==> src/rtl/dvp_frame_tx.sv <==
// Replays RGB565 pixels from a frame buffer as an 8-bit DVP stream (pclk = clk/2, high byte first).
// Every state, sync and data change lands on a dvp_pclk fall edge; reads are prefetched one pixel ahead.
module dvp_frame_tx #(
    parameter int unsigned H_ACTIVE   = 640,
    parameter int unsigned V_ACTIVE   = 480,
    parameter int unsigned VSYNC_LEN  = 4,
    parameter int unsigned VBP_LEN    = 8,
    parameter int unsigned HBLANK_LEN = 16,
    parameter int unsigned ADDR_W     = 20
) (
    input  logic              clk,
    input  logic              reset,
    input  logic              start,
    output logic              busy,
    output logic              frame_done,
    output logic              rden,
    output logic [ADDR_W-1:0] rdaddr,
    input  logic [15:0]       rddata,
    output logic              dvp_pclk,
    output logic              dvp_vsync,
    output logic              dvp_hsync,
    output logic [7:0]        dvp_data
);
    localparam int unsigned LINE_LEN = 2 * H_ACTIVE;
    localparam int unsigned MAX_A    = (VSYNC_LEN > VBP_LEN) ? VSYNC_LEN : VBP_LEN;
    localparam int unsigned MAX_B    = (LINE_LEN > HBLANK_LEN) ? LINE_LEN : HBLANK_LEN;
    localparam int unsigned MAX_LEN  = (MAX_A > MAX_B) ? MAX_A : MAX_B;
    localparam int unsigned CNT_W    = $clog2(MAX_LEN + 1);
    localparam int unsigned LINE_W   = $clog2(V_ACTIVE + 1);

    typedef enum logic [2:0] {IDLE, VSYNC, VBP, LINE, HBLANK} state_t;

    state_t              state, state_n;
    logic [CNT_W-1:0]    cnt, cnt_n;
    logic [LINE_W-1:0]   line, line_n;
    logic [ADDR_W-1:0]   fetch_addr;
    logic [15:0]         pix, nxt;
    logic                pending, rd_pend;
    logic                fall, go, done_n, fetch, load_pix;

    assign fall = dvp_pclk;

    always_ff @(posedge clk) begin
        if (reset) begin
            state      <= IDLE;
            cnt        <= '0;
            line       <= '0;
            fetch_addr <= '0;
            pix        <= '0;
            nxt        <= '0;
            pending    <= 1'b0;
            rd_pend    <= 1'b0;
            rden       <= 1'b0;
            rdaddr     <= '0;
            frame_done <= 1'b0;
            dvp_pclk   <= 1'b0;
        end else begin
            state      <= state_n;
            cnt        <= cnt_n;
            line       <= line_n;
            dvp_pclk   <= ~dvp_pclk;
            frame_done <= done_n;
            rd_pend    <= rden;
            rden       <= 1'b0;
            if (state == IDLE) begin
                if (go)
                    pending <= 1'b0;
                else if (start && !frame_done)
                    pending <= 1'b1;
            end
            if (go)
                fetch_addr <= '0;
            if (fetch) begin
                rden       <= 1'b1;
                rdaddr     <= fetch_addr;
                fetch_addr <= fetch_addr + ADDR_W'(1);
            end
            if (rd_pend)
                nxt <= rddata;
            // Line-start fetch returns on the very edge that presents it, so bypass nxt.
            if (load_pix)
                pix <= rd_pend ? rddata : nxt;
        end
    end

    always_comb begin
        state_n = state;
        cnt_n   = cnt;
        line_n  = line;
        done_n  = 1'b0;
        go      = 1'b0;
        if (fall) begin
            unique case (state)
                IDLE: begin
                    go = pending || (start && !frame_done);
                    if (go) begin
                        state_n = VSYNC;
                        cnt_n   = '0;
                        line_n  = '0;
                    end
                end
                VSYNC: begin
                    cnt_n = cnt + CNT_W'(1);
                    if (cnt == CNT_W'(VSYNC_LEN - 1)) begin
                        state_n = VBP;
                        cnt_n   = '0;
                    end
                end
                VBP: begin
                    cnt_n = cnt + CNT_W'(1);
                    if (cnt == CNT_W'(VBP_LEN - 1)) begin
                        state_n = LINE;
                        cnt_n   = '0;
                    end
                end
                LINE: begin
                    cnt_n = cnt + CNT_W'(1);
                    if (cnt == CNT_W'(LINE_LEN - 1)) begin
                        state_n = HBLANK;
                        cnt_n   = '0;
                    end
                end
                HBLANK: begin
                    cnt_n = cnt + CNT_W'(1);
                    if (cnt == CNT_W'(HBLANK_LEN - 1)) begin
                        cnt_n = '0;
                        if (line == LINE_W'(V_ACTIVE - 1)) begin
                            state_n = IDLE;
                            done_n  = 1'b1;
                        end else begin
                            state_n = LINE;
                            line_n  = line + LINE_W'(1);
                        end
                    end
                end
                default: state_n = IDLE;
            endcase
        end
        load_pix = fall && (state_n == LINE) && !cnt_n[0];
        fetch = fall && (
                   ((state_n == VBP) && (cnt_n == CNT_W'(VBP_LEN - 1))) ||
                   ((state_n == HBLANK) && (cnt_n == CNT_W'(HBLANK_LEN - 1)) &&
                    (line != LINE_W'(V_ACTIVE - 1))) ||
                   (load_pix && ((cnt_n >> 1) < CNT_W'(H_ACTIVE - 1))));
    end

    always_comb begin
        busy      = (state != IDLE);
        dvp_vsync = (state == VSYNC);
        dvp_hsync = (state == LINE);
        dvp_data  = '0;
        if (state == LINE)
            dvp_data = cnt[0] ? pix[7:0] : pix[15:8];
    end
endmodule

==> config.mk <==
export PLATFORM = sky130hd
export DESIGN_NAME = dvp_frame_tx
export DESIGN_NICKNAME = d
export VERILOG_FILES = /design/src/rtl/dvp_frame_tx.sv
export SDC_FILE = /design/constraint.sdc
export NUM_CORES = 1
export LEC_CHECK = 0
export CAP_MARGIN = 30
export CORE_MARGIN = 4
export CORE_UTILIZATION = 50
export DETAILED_ROUTE_END_ITERATION = 10
export GPL_TIMING_DRIVEN = 0
export PLACE_DENSITY = 0.83
export SLEW_MARGIN = 10
export SYNTH_ARGS = -nofsm -noshare
export SYNTH_HDL_FRONTEND = slang
export SYNTH_SLANG_ARGS = --single-unit
export TNS_END_PERCENT = 5
==> constraint.sdc <==
create_clock -name clk -period 4.1 [get_ports clk]
set_clock_uncertainty 0.1 [all_clocks]
set_input_delay 1.025 -clock clk [delete_from_list [all_inputs] [get_ports clk]]
set_output_delay 1.025 -clock clk [all_outputs]
set_load 0.02 [all_outputs]
==> flow_summary.ini <==
[grt]
grt_pass1_wl_mm = 19.26
grt_pass1_vias = 4100
grt_max_degree = 20
globalRouteOverflowTotal = 0
track_usage_pct = 21.07
antenna_found_initial = 0

[setup_path]
worstPathArrival_ps = 4140
cp_max_fo = 10
crit_type = input port to flip-flop
cp.required_ps = 4250
start_kind = input port
setup.worst_path.end_class = flip-flop

[drt]
dr.pass1.iters = 6
drc = 0
ant_nets = 0
avgRoutedWirePerCell_um = 15.58
vias_per_cell = 5.842
vias = 4276
drtIter0Drc = 307
routed_wl_mm = 11.41

[hold_path]
min_path_type = flip-flop to flip-flop

[floorplanning]
rows = 35
fp.dieW_um = 105.0
io_pins = 53
start_util_pct = 51.18
fp.dieArea_um2 = 11030
die_y_um = 105.0
core-area_um2 = 9196

[synth]
synth_area_leaders = dfxtp_1 43%, mux2i_1 10%, nor2_1 9.2%
postSynth.asyncResetShare_pct = 0
yosysSeqAreaShare_pct = 42.53
synth_area_per_cell_um2 = 8.527
synth_top_flop_cell = dfxtp_1
synth.cell_area_um2 = 4707
synth_cells = 552
yosys.cell_types.count = 62
synth_top_area_share_pct = 42.53
synth_edf_count = 0
yosysTopAreaCell = dfxtp_1
syn_nets = 575
ys_seq_elements = 100
ys_warn_count = 0

[placement]
post-place-ws_ps = -403.9
portBuffers = 52
dp.cells = 715
gp_congestion = 0.9306
hpwl_mm = 8.362
placed_area_um2 = 5366

[final_layout]
area_growth_pct = 19.03
final_common_cell = nor2_1
finalNetCount = 639
drive_gt1_share_pct = 8.374
final_cells = 732
antenna_cells = 0
final_cell_area_um2 = 5603
fin_util_pct = 60.93
final_cell_mix = 115 x nor2_1, 100 x dfxtp_1, 52 x clkdlybuf4s50_1, 47 x mux2i_1, 39 x a21oi_1

[clock_tree]
htree_levels = 3
cts_tree = built
cts_made_buffers = 9
cts_buffer_depth = 2
cts_setup_buffers = 0
insertion_delay_ps = 370
cts_sinks = 100
cts-root-buf = clkbuf_8
cts.clk_slew.worst_paths_ps = 100

[timing]
finalCriticalPeriod_ps = 3984
finalHoldViolations = 0
layout_setup_ws_ps = 116.5
period_share_pct = 97.16
slew_headroom_pct = 52.00
max_clock_freq_ghz = 0.2510
grt_setup_unrepaired = yes
whs_ps = 384.3
setup_viol_count_final = 0
slew_viol_final = 0
tightest_slew_ps = 720.0

[run]
cap_violations = 0

[outcome]
status = finished, final reports clean

[power]
pwr_density_cell_nw_per_um2 = 301.7
max-vdd-ir-drop_uv = 220.3
leakagePower_nw = 2.014
## metrics by stage
| stage | setup TNS [ps] | total power [mW] |
|---|---|---|
| 2_1_floorplan | 0 | 1.056 |
| 3_3_place_gp | -10440 | 1.095 |
| 3_5_place_dp | -11410 | 1.098 |
| 4_1_cts | 0 | 1.694 |
| 5_1_grt | -52.86 | 1.758 |
| 6_report | 0 | 1.690 |
## cell type report
class,instances,area (µm²)
well taps,111,138.9
multi-input cells,406,2529
flip-flops and latches,100,2002
inverters,11,41.29
plain buffers,35,177.7
clock inverters,7,65.06
fillers,789,3593
repair buffers,53,525.5
clock buffers,9,123.9
## repair_timing
| item | 4_1_cts | 5_1_grt |
|---|---|---|
| hold buffers | 0 | 0 |
| resized for setup | 1 | 8 |
| pin swaps | 0 | 1 |
| setup endpoints to repair | 1 | 37 |
## synth_stat cells (11+ instances only)
master,number
mux2i_1,47
nand3_1,31
clkbuf_1,20
o21ai_0,12
nor2_1,115
a21oi_1,39
nand2_1,27
inv_1,11
dfxtp_1,100
## power by group
group	switching, mW	leakage (nW)	internal, mW
clock	0.372	0.0947	0.237
sequential	0.00367	0.806	0.975
combinational	0.0635	1.11	0.0399
total	0.439	2.01	1.25
## path summary, 6_finish.rpt
| kind | endpoint | startpoint | slack [ps] | cells past startpoint |
|---|---|---|---|---|
| max reg2reg | fetch_addr[18] | cnt[1] | 120 | 14 |
| min reg2reg | rd_pend | rden | 380 | 1 |
| min | rd_pend | rden | 380 | 1 |
| max | fetch_addr[18] | start | 120 | 12 |
## worst max-delay path, cell delays in order
cell and delay (ps):
clkdlybuf4s50_1 390, nor2b_2 180, o311ai_4 410, clkbuf_2 340, mux2i_1 150, nand4b_1 240, a2111oi_4 400, o211ai_2 240
buf_6 210, buf_4 180, o31ai_1 260, a21oi_1 90
## routing by layer
metal | up-vias | wire [µm] | global-route usage [%]
met5 | - | 0 | 0
met4 | 0 | 275 | 8.060
met3 | 28 | 715 | 4.941
met2 | 138 | 5480 | 34.23
met1 | 2023 | 4936 | 27.09
li1 | 2087 | - | -
## sequential cells by signal, summed over array words and instances (netlist names), 3 cells and up
name,flops
cnt,11
fetch_addr,20
line,9
nxt,16
pix,16
rdaddr,20
state,3
## logic make-up (layout without fill, tap and decap cells)
logic type                 count (synthesis)  after routing  share of synthesized area [%]
AOI/OAI and AO/OA                        100            100                          14.73
xor gates and xnor gates                   7              7                          1.303
adders and majority gates                  4              4                          1.063
buffers and inverters                     46            115                          4.625
DFF                                      100            100                          42.53
muxes                                     47             47                          9.995
and+or+nand+nor                          248            248                          25.76
Power figures use the tool's default switching activity.
